`src/rtl/ps2_key_ctrl.sv`:
```
// ps2_key_ctrl
// Turns a stream of PS/2 set-2 scan-code bytes into key events
// {ext, brk, code}. The events are queued in a small FIFO for a
// ready/valid consumer.
//
// Ports
//   clk, resetn            system clock; synchronous active-low reset
//   byte_valid, byte_data  one-cycle strobe and byte from the PS/2 receiver
//   evt_valid, evt_ready   FIFO head handshake (read = valid & ready)
//   evt_code/brk/ext       head event fields (0 while empty or in reset)
//   evt_count              FIFO occupancy, 0..DEPTH
//   overflow, ovf_clr      sticky drop flag and its clear
//   make_cnt               wrapping count of accepted press events
//
// Decoder states
//   state      | meaning
//   S_IDLE     | no prefix pending
//   S_EXT      | E0 seen
//   S_BRK      | F0 seen
//   S_EXT_BRK  | both E0 and F0 seen
module ps2_key_ctrl #(
  parameter int unsigned DEPTH   = 8,
  parameter logic [15:0] TIMEOUT = 16'd50000
) (
  input  logic                     clk,
  input  logic                     resetn,
  input  logic                     byte_valid,
  input  logic [7:0]               byte_data,
  output logic                     evt_valid,
  input  logic                     evt_ready,
  output logic [7:0]               evt_code,
  output logic                     evt_brk,
  output logic                     evt_ext,
  output logic [$clog2(DEPTH):0]   evt_count,
  output logic                     overflow,
  input  logic                     ovf_clr,
  output logic [7:0]               make_cnt
);

  localparam int AW = $clog2(DEPTH);
  localparam int CW = AW + 1;

  typedef enum logic [1:0] {
    S_IDLE    = 2'd0,
    S_EXT     = 2'd1,
    S_BRK     = 2'd2,
    S_EXT_BRK = 2'd3
  } state_t;

  state_t      state_q, state_d;
  logic [15:0] tmo_q, tmo_d;

  logic        emit;
  logic        emit_ext;
  logic        emit_brk;
  logic        err_byte;

  assign err_byte = (byte_data == 8'h00) || (byte_data == 8'hFF);

  always_ff @(posedge clk) begin
    if (!resetn) begin
      state_q <= S_IDLE;
      tmo_q   <= '0;
    end else begin
      state_q <= state_d;
      tmo_q   <= tmo_d;
    end
  end

  always_comb begin
    state_d  = state_q;
    tmo_d    = tmo_q;
    emit     = 1'b0;
    emit_ext = 1'b0;
    emit_brk = 1'b0;
    if (byte_valid) begin
      tmo_d = '0;
      if (err_byte) begin
        state_d = S_IDLE;
      end else begin
        unique case (state_q)
          S_IDLE: begin
            if (byte_data == 8'hE0)      state_d = S_EXT;
            else if (byte_data == 8'hF0) state_d = S_BRK;
            else                         emit    = 1'b1;
          end
          S_EXT: begin
            if (byte_data == 8'hF0) begin
              state_d = S_EXT_BRK;
            end else if (byte_data != 8'hE0) begin
              emit     = 1'b1;
              emit_ext = 1'b1;
              state_d  = S_IDLE;
            end
          end
          S_BRK: begin
            if (byte_data == 8'hE0) begin
              state_d = S_EXT_BRK;
            end else if (byte_data != 8'hF0) begin
              emit     = 1'b1;
              emit_brk = 1'b1;
              state_d  = S_IDLE;
            end
          end
          S_EXT_BRK: begin
            if ((byte_data != 8'hE0) && (byte_data != 8'hF0)) begin
              emit     = 1'b1;
              emit_ext = 1'b1;
              emit_brk = 1'b1;
              state_d  = S_IDLE;
            end
          end
          default: state_d = S_IDLE;
        endcase
      end
    end else if (state_q != S_IDLE) begin
      // A stalled prefix is abandoned once TIMEOUT idle cycles have elapsed.
      if (tmo_q >= TIMEOUT - 16'd1) begin
        state_d = S_IDLE;
        tmo_d   = '0;
      end else begin
        tmo_d = tmo_q + 16'd1;
      end
    end
  end

  // Event FIFO
  logic [9:0]    mem_q [DEPTH];
  logic [AW-1:0] wr_ptr_q, rd_ptr_q;
  logic [CW-1:0] count_q;
  logic [7:0]    make_cnt_q;
  logic          ovf_q;

  logic          full;
  logic          rd_en;
  logic          wr_en;
  logic          drop;
  logic [9:0]    head;

  assign full  = (count_q == CW'(DEPTH));
  assign rd_en = evt_valid & evt_ready;
  // A full FIFO still accepts a write when the head leaves in the same cycle.
  assign wr_en = emit & (~full | rd_en);
  assign drop  = emit & full & ~rd_en;

  always_ff @(posedge clk) begin
    if (wr_en) mem_q[wr_ptr_q] <= {emit_ext, emit_brk, byte_data};
  end

  always_ff @(posedge clk) begin
    if (!resetn) begin
      wr_ptr_q   <= '0;
      rd_ptr_q   <= '0;
      count_q    <= '0;
      make_cnt_q <= '0;
      ovf_q      <= 1'b0;
    end else begin
      if (wr_en) wr_ptr_q <= wr_ptr_q + AW'(1);
      if (rd_en) rd_ptr_q <= rd_ptr_q + AW'(1);
      if (wr_en && !rd_en)      count_q <= count_q + CW'(1);
      else if (rd_en && !wr_en) count_q <= count_q - CW'(1);
      if (wr_en && !emit_brk) make_cnt_q <= make_cnt_q + 8'd1;
      if (drop)         ovf_q <= 1'b1;
      else if (ovf_clr) ovf_q <= 1'b0;
    end
  end

  assign head      = mem_q[rd_ptr_q];
  // Gated with resetn so the head reads zero throughout reset.
  assign evt_valid = resetn & (count_q != '0);
  assign evt_code  = evt_valid ? head[7:0] : 8'h00;
  assign evt_brk   = evt_valid & head[8];
  assign evt_ext   = evt_valid & head[9];
  assign evt_count = count_q;
  assign overflow  = ovf_q;
  assign make_cnt  = make_cnt_q;

endmodule
```
`config.mk`:
```
export PLATFORM = sky130hd
export DESIGN_NAME = ps2_key_ctrl
export DESIGN_NICKNAME = d
export VERILOG_FILES = /design/src/rtl/ps2_key_ctrl.sv
export SDC_FILE = /design/constraint.sdc
export NUM_CORES = 1
export LEC_CHECK = 0
export BUFFER_PORTS_ARGS = -buffer_cell sky130_fd_sc_hd__buf_2
export CAP_MARGIN = 10
export CELL_PAD_IN_SITES_DETAIL_PLACEMENT = 2
export CELL_PAD_IN_SITES_GLOBAL_PLACEMENT = 2
export CORE_UTILIZATION = 46
export CTS_CLUSTER_SIZE = 8
export DETAILED_ROUTE_END_ITERATION = 6
export GPL_ROUTABILITY_DRIVEN = 1
export PLACE_DENSITY = 0.84
export SETUP_SLACK_MARGIN = 0.02
export SLEW_MARGIN = 20
export SYNTH_ARGS = -nofsm -noshare
export SYNTH_HDL_FRONTEND = slang
export SYNTH_SLANG_ARGS = --single-unit
```
`constraint.sdc`:
```
create_clock -name clk -period 5.4 [get_ports clk]
set_input_delay 0.54 -clock clk [delete_from_list [all_inputs] [get_ports clk]]
set_output_delay 0.54 -clock clk [all_outputs]
set_load 0.005 [all_outputs]
```
==> results of run 1 <==
==> layer usage <==
layer | track usage, % | up-vias
li1 | - | 1459
met1 | 38.6 | 1782
met2 | 57.4 | 117
met3 | 7.66 | 34
met4 | 11.9 | 0
met5 | 0 | -
==> worst paths after layout <==
| path | start | end | slack [ns] | cells past startpoint |
|---|---|---|---|---|
| worst min-delay path | byte_data[6] | mem_q[1][6] | 0.34 | 1 |
| worst max-delay path | byte_data[0] | evt_count[3] | 1.92 | 13 |
| worst max register to register | evt_count[1] | evt_count[3] | 2.29 | 12 |
| worst min register to register | tmo_q[15] | tmo_q[15] | 0.52 | 2 |
==> sequential cells by signal (all words and copies together) (netlist names), named ones only <==
register,cells
evt_count,4
make_cnt,8
mem_q,80
overflow,1
rd_ptr_q,3
state_q,2
tmo_q,16
wr_ptr_q,3
==> cells by family (layout without fill, tap and decap cells) <==
family	count (synthesis)	count (layout)
flops	120	120
simple gates	110	110
compound gates	44	44
mux	33	33
buf+inv	24	88
xor+xnor	20	20
fa+ha+maj	8	8
==> power by group through the flow <==
| stage | sequential [mW] | combinational [mW] | clock (mW) |
|---|---|---|---|
| CTS | 1.11 | 0.452 | 1.07 |
| floorplan | 1.09 | 0.287 | 0 |
| detailed placement | 1.12 | 0.422 | 0 |
| global placement | 1.11 | 0.393 | 0 |
| finish | 1.11 | 0.450 | 1.07 |
| global route | 1.12 | 0.485 | 1.12 |
==> critical path, delay by kind of cell <==
kind / cells / cell delay [ns]
buffers and inverters: 3 / 0.50
AOI/OAI and AO/OA: 5 / 1.38
and+or+nand+nor: 2 / 0.87
xor gates and xnor gates: 1 / 0.11
adders and majority gates: 2 / 0.52
==> final cells by class <==
class / count / area (um2)
fillers: 948 / 4510
flip-flops and latches: 120 / 3200
multi-input cells: 215 / 1750
clock buffers: 17 / 414
repair buffers: 45 / 248
well taps: 136 / 170
clock inverters: 15 / 130
inverters: 11 / 41.3
==> per-stage QoR <==
stage | worst slack, ns | cell area, um2 | utilization [%]
after floorplan | 2.53 | 5020 | -
after global placement | 2.02 | 5410 | 51.7
after detailed placement | 1.78 | 5410 | 51.7
after CTS | 2.12 | 5950 | 56.9
after global routing | 1.88 | 5950 | 56.9
final | 1.92 | 5950 | 56.9
==> cells in the final DEF (no fill, tap or decap), types with 13 or more instances in the layout <==
cell and instances:
edfxtp_1 80, buf_2 36, clkbuf_16 16, mux4_2 20, dfxtp_1 40, nor2_1 40, a21oi_1 13, nand3_1 13
nand2_1 16
==> impl_metrics.json, run 1 <==
{
  "synth_cell_types": 50,
  "fin_cells": 559,
  "fmax_ghz": 0.288,
  "period_share_pct": 64.4,
  "status": "finished, final reports clean",
  "rsz0062_at_grt": "false",
  "slowest_stage": "o211ai_2",
  "insertedDiodeCount": 0,
  "synthFlopType": "edfxtp_1",
  "yosys-top-cells-area": "edfxtp_1 (48%), dfxtp_1 (16%), mux4_2 (9.0%), nor2_1 (3.1%), mux2i_1 (2.4%)",
  "yosysWarnings": 0,
  "cts_setup_buffers": 0,
  "area_delta_synth_final_pct": 18.5,
  "syn_avg_cell_area_um2": 14.0,
  "grt_usage_pct": 32.5,
  "grt_pass1_wl_um": 25300,
  "maxSlewHeadroom_pct": 31.8,
  "synthXorXnorAreaFrac_pct": 3.49,
  "fp.dieH_um": 107,
  "drc": 0,
  "cts_tree": "built",
  "clock_skew_ns": 0.0109,
  "maxUsedRoutingLayer": "met4",
  "cts_buffers": 17,
  "async_flop_share_pct": 0,
  "io_buffers": 36,
  "drtIter0Drc": 255,
  "worstHoldPathType": "input pin to register",
  "seq_area_frac_synth_pct": 63.8,
  "grt_pass1_vias": 3871,
  "synth_area_um2": 5020,
  "wl_met1_um": 6790,
  "synthTopCellsByCount": "edfxtp_1 (80), nor2_1 (41), dfxtp_1 (40)",
  "required_ns": 5.84,
  "ys_ff_latch": 120,
  "clkTransAtPathRegs_ns": 0.07,
  "core_um2": 10500,
  "firstDrtPassIters": 4,
  "synth_most_common_cell": "edfxtp_1",
  "synth_compound_area_share_pct": 5.98,
  "wl_per_cell_um": 30.3,
  "grt.overflow.total": 0,
  "antenna_found_initial": 0,
  "p_leak_nw": 2.03,
  "setup-violations-final": 0,
  "maxSlewViolCount": 0,
  "cts_resized": 0,
  "synth_edf_count": 80,
  "dp_hpwl_um": 8940,
  "tightest_slew_ns": 1.02,
  "grt_max_degree": 21,
  "wl_um": 16900,
  "ant_nets": 0,
  "start_kind": "input pin",
  "pwr-share-seq_pct": 42.2,
  "critPathKind": "input pin to register",
  "cp_cell_sequence": "buf_2 -> nor4_4 -> a21oi_2 -> o211ai_2 -> inv_2 -> ha_1 -> inv_1 -> ha_1 -> a21o_1 -> a21oi_1 -> xnor2_1 -> or3_1 -> a21oi_1",
  "irDropWorstVdd_mv": 0.249,
  "yosys.area_share.simple_pct": 11.0,
  "power.clock.fraction_pct": 40.7,
  "syn-num-nets": 380,
  "die_width_um": 107,
  "power.density_nw_per_um2": 443,
  "synth_top_family_by_area": "multiplexers",
  "layout-drive-gt1-share_pct": 27.0,
  "ios": 37,
  "syn_inst": 359,
  "worst_hold_slack_ns": 0.339,
  "initial_utilization_pct": 48.0,
  "drv_cap": 0,
  "hold_viol_final": 0,
  "switching_share_pct": 29.9,
  "synth.largest_area_cell": "edfxtp_1",
  "place_congestion": 0.721,
  "num_vias": 3392,
  "internal_power_mw": 1.85,
  "combPwrFrac_pct": 17.1,
  "critical_path_arrival_ns": 3.92,
  "row_count": 37,
  "insertion_delay_ns": 0.54,
  "finalNetCount": 431,
  "avgViaCountPerCell": 6.07,
  "synth_top_area_share_pct": 47.8,
  "clk_path_buf_depth": 2,
  "finalCriticalPeriod_ns": 3.48,
  "muxShareOfSynthArea_pct": 11.6,
  "dp_cells": 527,
  "die-area_um2": 11300,
  "critPathMaxStageDelay_ns": 0.59,
  "met2_length_um": 8950,
  "p_switching_uw": 787,
  "htreeDepth": 4,
  "cp-end-kind": "register",
  "power_mw": 2.64,
  "ctsHoldBuffers": 0,
  "tns_ns": 0,
  "route.met3.wl_um": 777,
  "cts_root_buf": "clkbuf_8",
  "synth_fa_ha_area_share_pct": 2.14,
  "critical_path.max_fanout": 10,
  "cts.sinks": 120
}
Power figures use the tool's default switching activity.
==> run 2, diff against run 1 <==
--- a/config.mk
+++ b/config.mk
@@ -5,15 +5,16 @@
 export SDC_FILE = /design/constraint.sdc
 export NUM_CORES = 1
 export LEC_CHECK = 0
+export ABC_AREA = 1
 export BUFFER_PORTS_ARGS = -buffer_cell sky130_fd_sc_hd__buf_2
 export CAP_MARGIN = 10
 export CELL_PAD_IN_SITES_DETAIL_PLACEMENT = 2
 export CELL_PAD_IN_SITES_GLOBAL_PLACEMENT = 2
-export CORE_UTILIZATION = 46
+export CORE_UTILIZATION = 39
 export CTS_CLUSTER_SIZE = 8
 export DETAILED_ROUTE_END_ITERATION = 6
 export GPL_ROUTABILITY_DRIVEN = 1
-export PLACE_DENSITY = 0.84
+export PLACE_DENSITY = 0.79
 export SETUP_SLACK_MARGIN = 0.02
 export SLEW_MARGIN = 20
 export SYNTH_ARGS = -nofsm -noshare
==> constraint.sdc (replaced) <==
create_clock -name clk -period 3.45 [get_ports clk]
set_input_delay 0.345 -clock clk [delete_from_list [all_inputs] [get_ports clk]]
set_output_delay 0.345 -clock clk [all_outputs]
set_load 0.005 [all_outputs]
==> impl_metrics.json, run 2 <==
{
  "final_common_cell": "nor2_1",
  "finalNetCount": 596,
  "tns_ns": 0,
  "ant_nets": 0,
  "period_share_pct": 86.1,
  "synthFlopType": "edfxtp_1",
  "async_flop_share_pct": 0,
  "insertion_delay_ns": 0.42,
  "die_width_um": 118,
  "synth_top_area_share_pct": 46.1,
  "critical_path.max_fanout": 12,
  "path_buf_inv": 4,
  "synth_cell_types": 36,
  "syn_avg_cell_area_um2": 9.94,
  "avgViaCountPerCell": 5.34,
  "regMostFlops": "mem_q",
  "setup-violations-final": 0,
  "maxSlewHeadroom_pct": 37.6,
  "cts_setup_buffers": 0,
  "initial_utilization_pct": 40.6,
  "io_buffers": 36,
  "hold_viol_final": 0,
  "htreeDepth": 4,
  "ys_ff_latch": 120,
  "cts_tree": "built",
  "clock_skew_ns": 0.00811,
  "fmax_ghz": 0.337,
  "r2r_slack_ns": 0.48,
  "setup_slack_ns": 0.480,
  "place_congestion": 0.755,
  "pre_cts_ws_ns": 0.462,
  "power.clock.fraction_pct": 43.5,
  "row_count": 41,
  "power.density_nw_per_um2": 726,
  "insertedDiodeCount": 0,
  "path_delay_family": "simple AND/OR/NAND/NOR gates",
  "irDropWorstVdd_mv": 0.357,
  "clk_path_buf_depth": 2,
  "cts.sinks": 120,
  "synthTopCellsByCount": "nor2_1 (131), edfxtp_1 (80), nand2_1 (76)",
  "drtIter0Drc": 270,
  "drv_cap": 0,
  "syn-num-nets": 545,
  "clkTransAtPathRegs_ns": 0.06,
  "antenna_found_initial": 1,
  "nFillCells": 1340,
  "synth_area_um2": 5210,
  "r2r_end": "evt_count[3]",
  "grt_pass1_vias": 4668,
  "seq_area_frac_synth_pct": 61.5,
  "worstHoldPathType": "input pin to register",
  "cp-end-kind": "register",
  "grt_usage_pct": 25.5,
  "worst_r2r_startpoint": "evt_count[1]",
  "p_switching_mw": 1.29,
  "cts_buffers": 17,
  "wl_per_cell_um": 21.9,
  "synth_edf_count": 80,
  "num_vias": 4061,
  "grt_pass1_wl_um": 26200,
  "grt_max_degree": 25,
  "maxSlewViolCount": 0,
  "holdPathEnd": "overflow",
  "tightest_slew_ns": 0.934,
  "firstDrtPassIters": 4,
  "core_um2": 12800,
  "internal_power_mw": 3.28,
  "critical_path_arrival_ns": 3.32,
  "pwr-share-seq_pct": 38.0,
  "rsz0062_at_grt": "false",
  "yosysWarnings": 0,
  "finalCriticalPeriod_ns": 2.97,
  "largest_reg_flops": 80,
  "final_cell_mix": "nor2_1 (131), edfxtp_1 (80), nand2_1 (76)",
  "slowest_stage": "dfxtp_1",
  "cp_cell_sequence": "inv_1 -> nand4_1 -> nand2_1 -> inv_2 -> nand2_2 -> nand2_1 -> nand2_4 -> inv_1 -> ha_1 -> inv_1 -> ha_1 -> nand2_1 -> nor2_1 -> a211oi_1 -> nor2_1 -> nor2_1 -> nand2_1 -> nand2_1 -> nand2_1 -> nor2_1",
  "ctsHoldBuffers": 0,
  "hold_start": "ovf_clr",
  "wl_um": 16600,
  "yosys-top-cells-area": "edfxtp_1 (46%), dfxtp_1 (15%), nor2_1 (9.4%), nand2_1 (5.5%), o21ai_0 (3.4%)",
  "required_ns": 3.80,
  "reg2regPathDepth": 20,
  "grt.overflow.total": 0,
  "start_kind": "register",
  "ios": 37,
  "crit_start": "evt_count[1]",
  "status": "finished, final reports clean",
  "synth_most_common_cell": "nor2_1",
  "critPathKind": "register to register",
  "critPathMaxStageDelay_ns": 0.43,
  "dp_cells": 728,
  "dp_hpwl_um": 10500,
  "cts_resized": 0,
  "switching_share_pct": 28.2,
  "fp.dieH_um": 118,
  "drc": 0,
  "combPwrFrac_pct": 18.5,
  "die-area_um2": 13800,
  "synth.largest_area_cell": "edfxtp_1",
  "cts_root_buf": "clkbuf_16",
  "crit_path_frequent_cell": "nand2_1",
  "hold_depth": 4,
  "fin_cells": 760,
  "layout-drive-gt1-share_pct": 16.7,
  "syn_inst": 524,
  "p_leak_nw": 2.43,
  "area_delta_synth_final_pct": 20.7
}
==> run 2: cell count changes in the layout (fill, tap and decap cells not counted), sizes merged, moves of 6 or more <==
cell / change
nand2: +62
mux2i: -12
mux4: -20
nor2: +96
or3: -9
o21ai: +25
clkbuf: +6
o32ai: +20
clkinvlp: -6
a21oi: +7
inv: +24
==> run 2: power groups by stage <==
stage / combinational, mW / clock [mW] / sequential [mW]
6_report: 0.846 / 1.99 / 1.73
5_1_grt: 0.938 / 2.07 / 1.75
4_1_cts: 0.862 / 2.01 / 1.74
3_5_place_dp: 0.837 / 0 / 1.76
3_3_place_gp: 0.777 / 0 / 1.75
2_1_floorplan: 0.524 / 0 / 1.72
==> run 2: how the worst max path moves through the flow <==
stage / endpoint / slack (ns) / cells after the start
3_3_place_gp: evt_count[3] / 0.72 / 18
5_1_grt: evt_count[3] / 0.12 / 20
3_5_place_dp: evt_count[3] / 0.46 / 19
4_1_cts: evt_count[3] / 0.46 / 20
2_1_floorplan: evt_count[3] / 1.12 / 19
6_report: evt_count[3] / 0.48 / 20
==> run 2: tightest hold or removal path: cells and delay by family <==
| kind | cells | cell delay (ns) |
|---|---|---|
| buf+inv | 2 | 0.11 |
| simple gates | 1 | 0.05 |
| compound gates | 1 | 0.07 |
==> run 2: logic make-up after synthesis <==
| family | synth area share, % |
|---|---|
| and+or+nand+nor | 20.1 |
| DFF | 61.5 |
| AOI/OAI and AO/OA | 9.63 |
| buffers and inverters | 3.89 |
| xor gates and xnor gates | 2.86 |
| adders and majority gates | 2.07 |
==> run 2: stage by stage <==
| stage | utilization, % | hold WS (ns) | instance area, um2 | power [mW] |
|---|---|---|---|---|
| floorplan | - | 0.430 | 5210 | 2.24 |
| global placement | 43.9 | 0.440 | 5630 | 2.53 |
| detailed placement | 43.9 | 0.483 | 5630 | 2.60 |
| CTS | 49.0 | 0.196 | 6290 | 4.61 |
| global route | 49.0 | 0.231 | 6290 | 4.75 |
| finish | 49.0 | 0.209 | 6290 | 4.57 |
==> run 2: layout make-up <==
cell class              instances  area, um2  share of cell area, %
clock inverters                 9        169                   2.69
clock buffers                  23        488                   7.76
well taps                     172        215                   3.42
multi-input cells             352       1800                   28.7
repair buffers                 49        278                   4.42
inverters                      35        131                   2.09
flip-flops and latches        120       3200                   50.9
==> run 2: per-layer routing <==
layer	vias up	part of all wire, %	global-route usage [%]
li1	1894	-	-
met1	2036	40	27.6
met2	90	54	47.0
met3	39	3.4	5.38
met4	2	2.8	12.3
met5	-	0.078	0
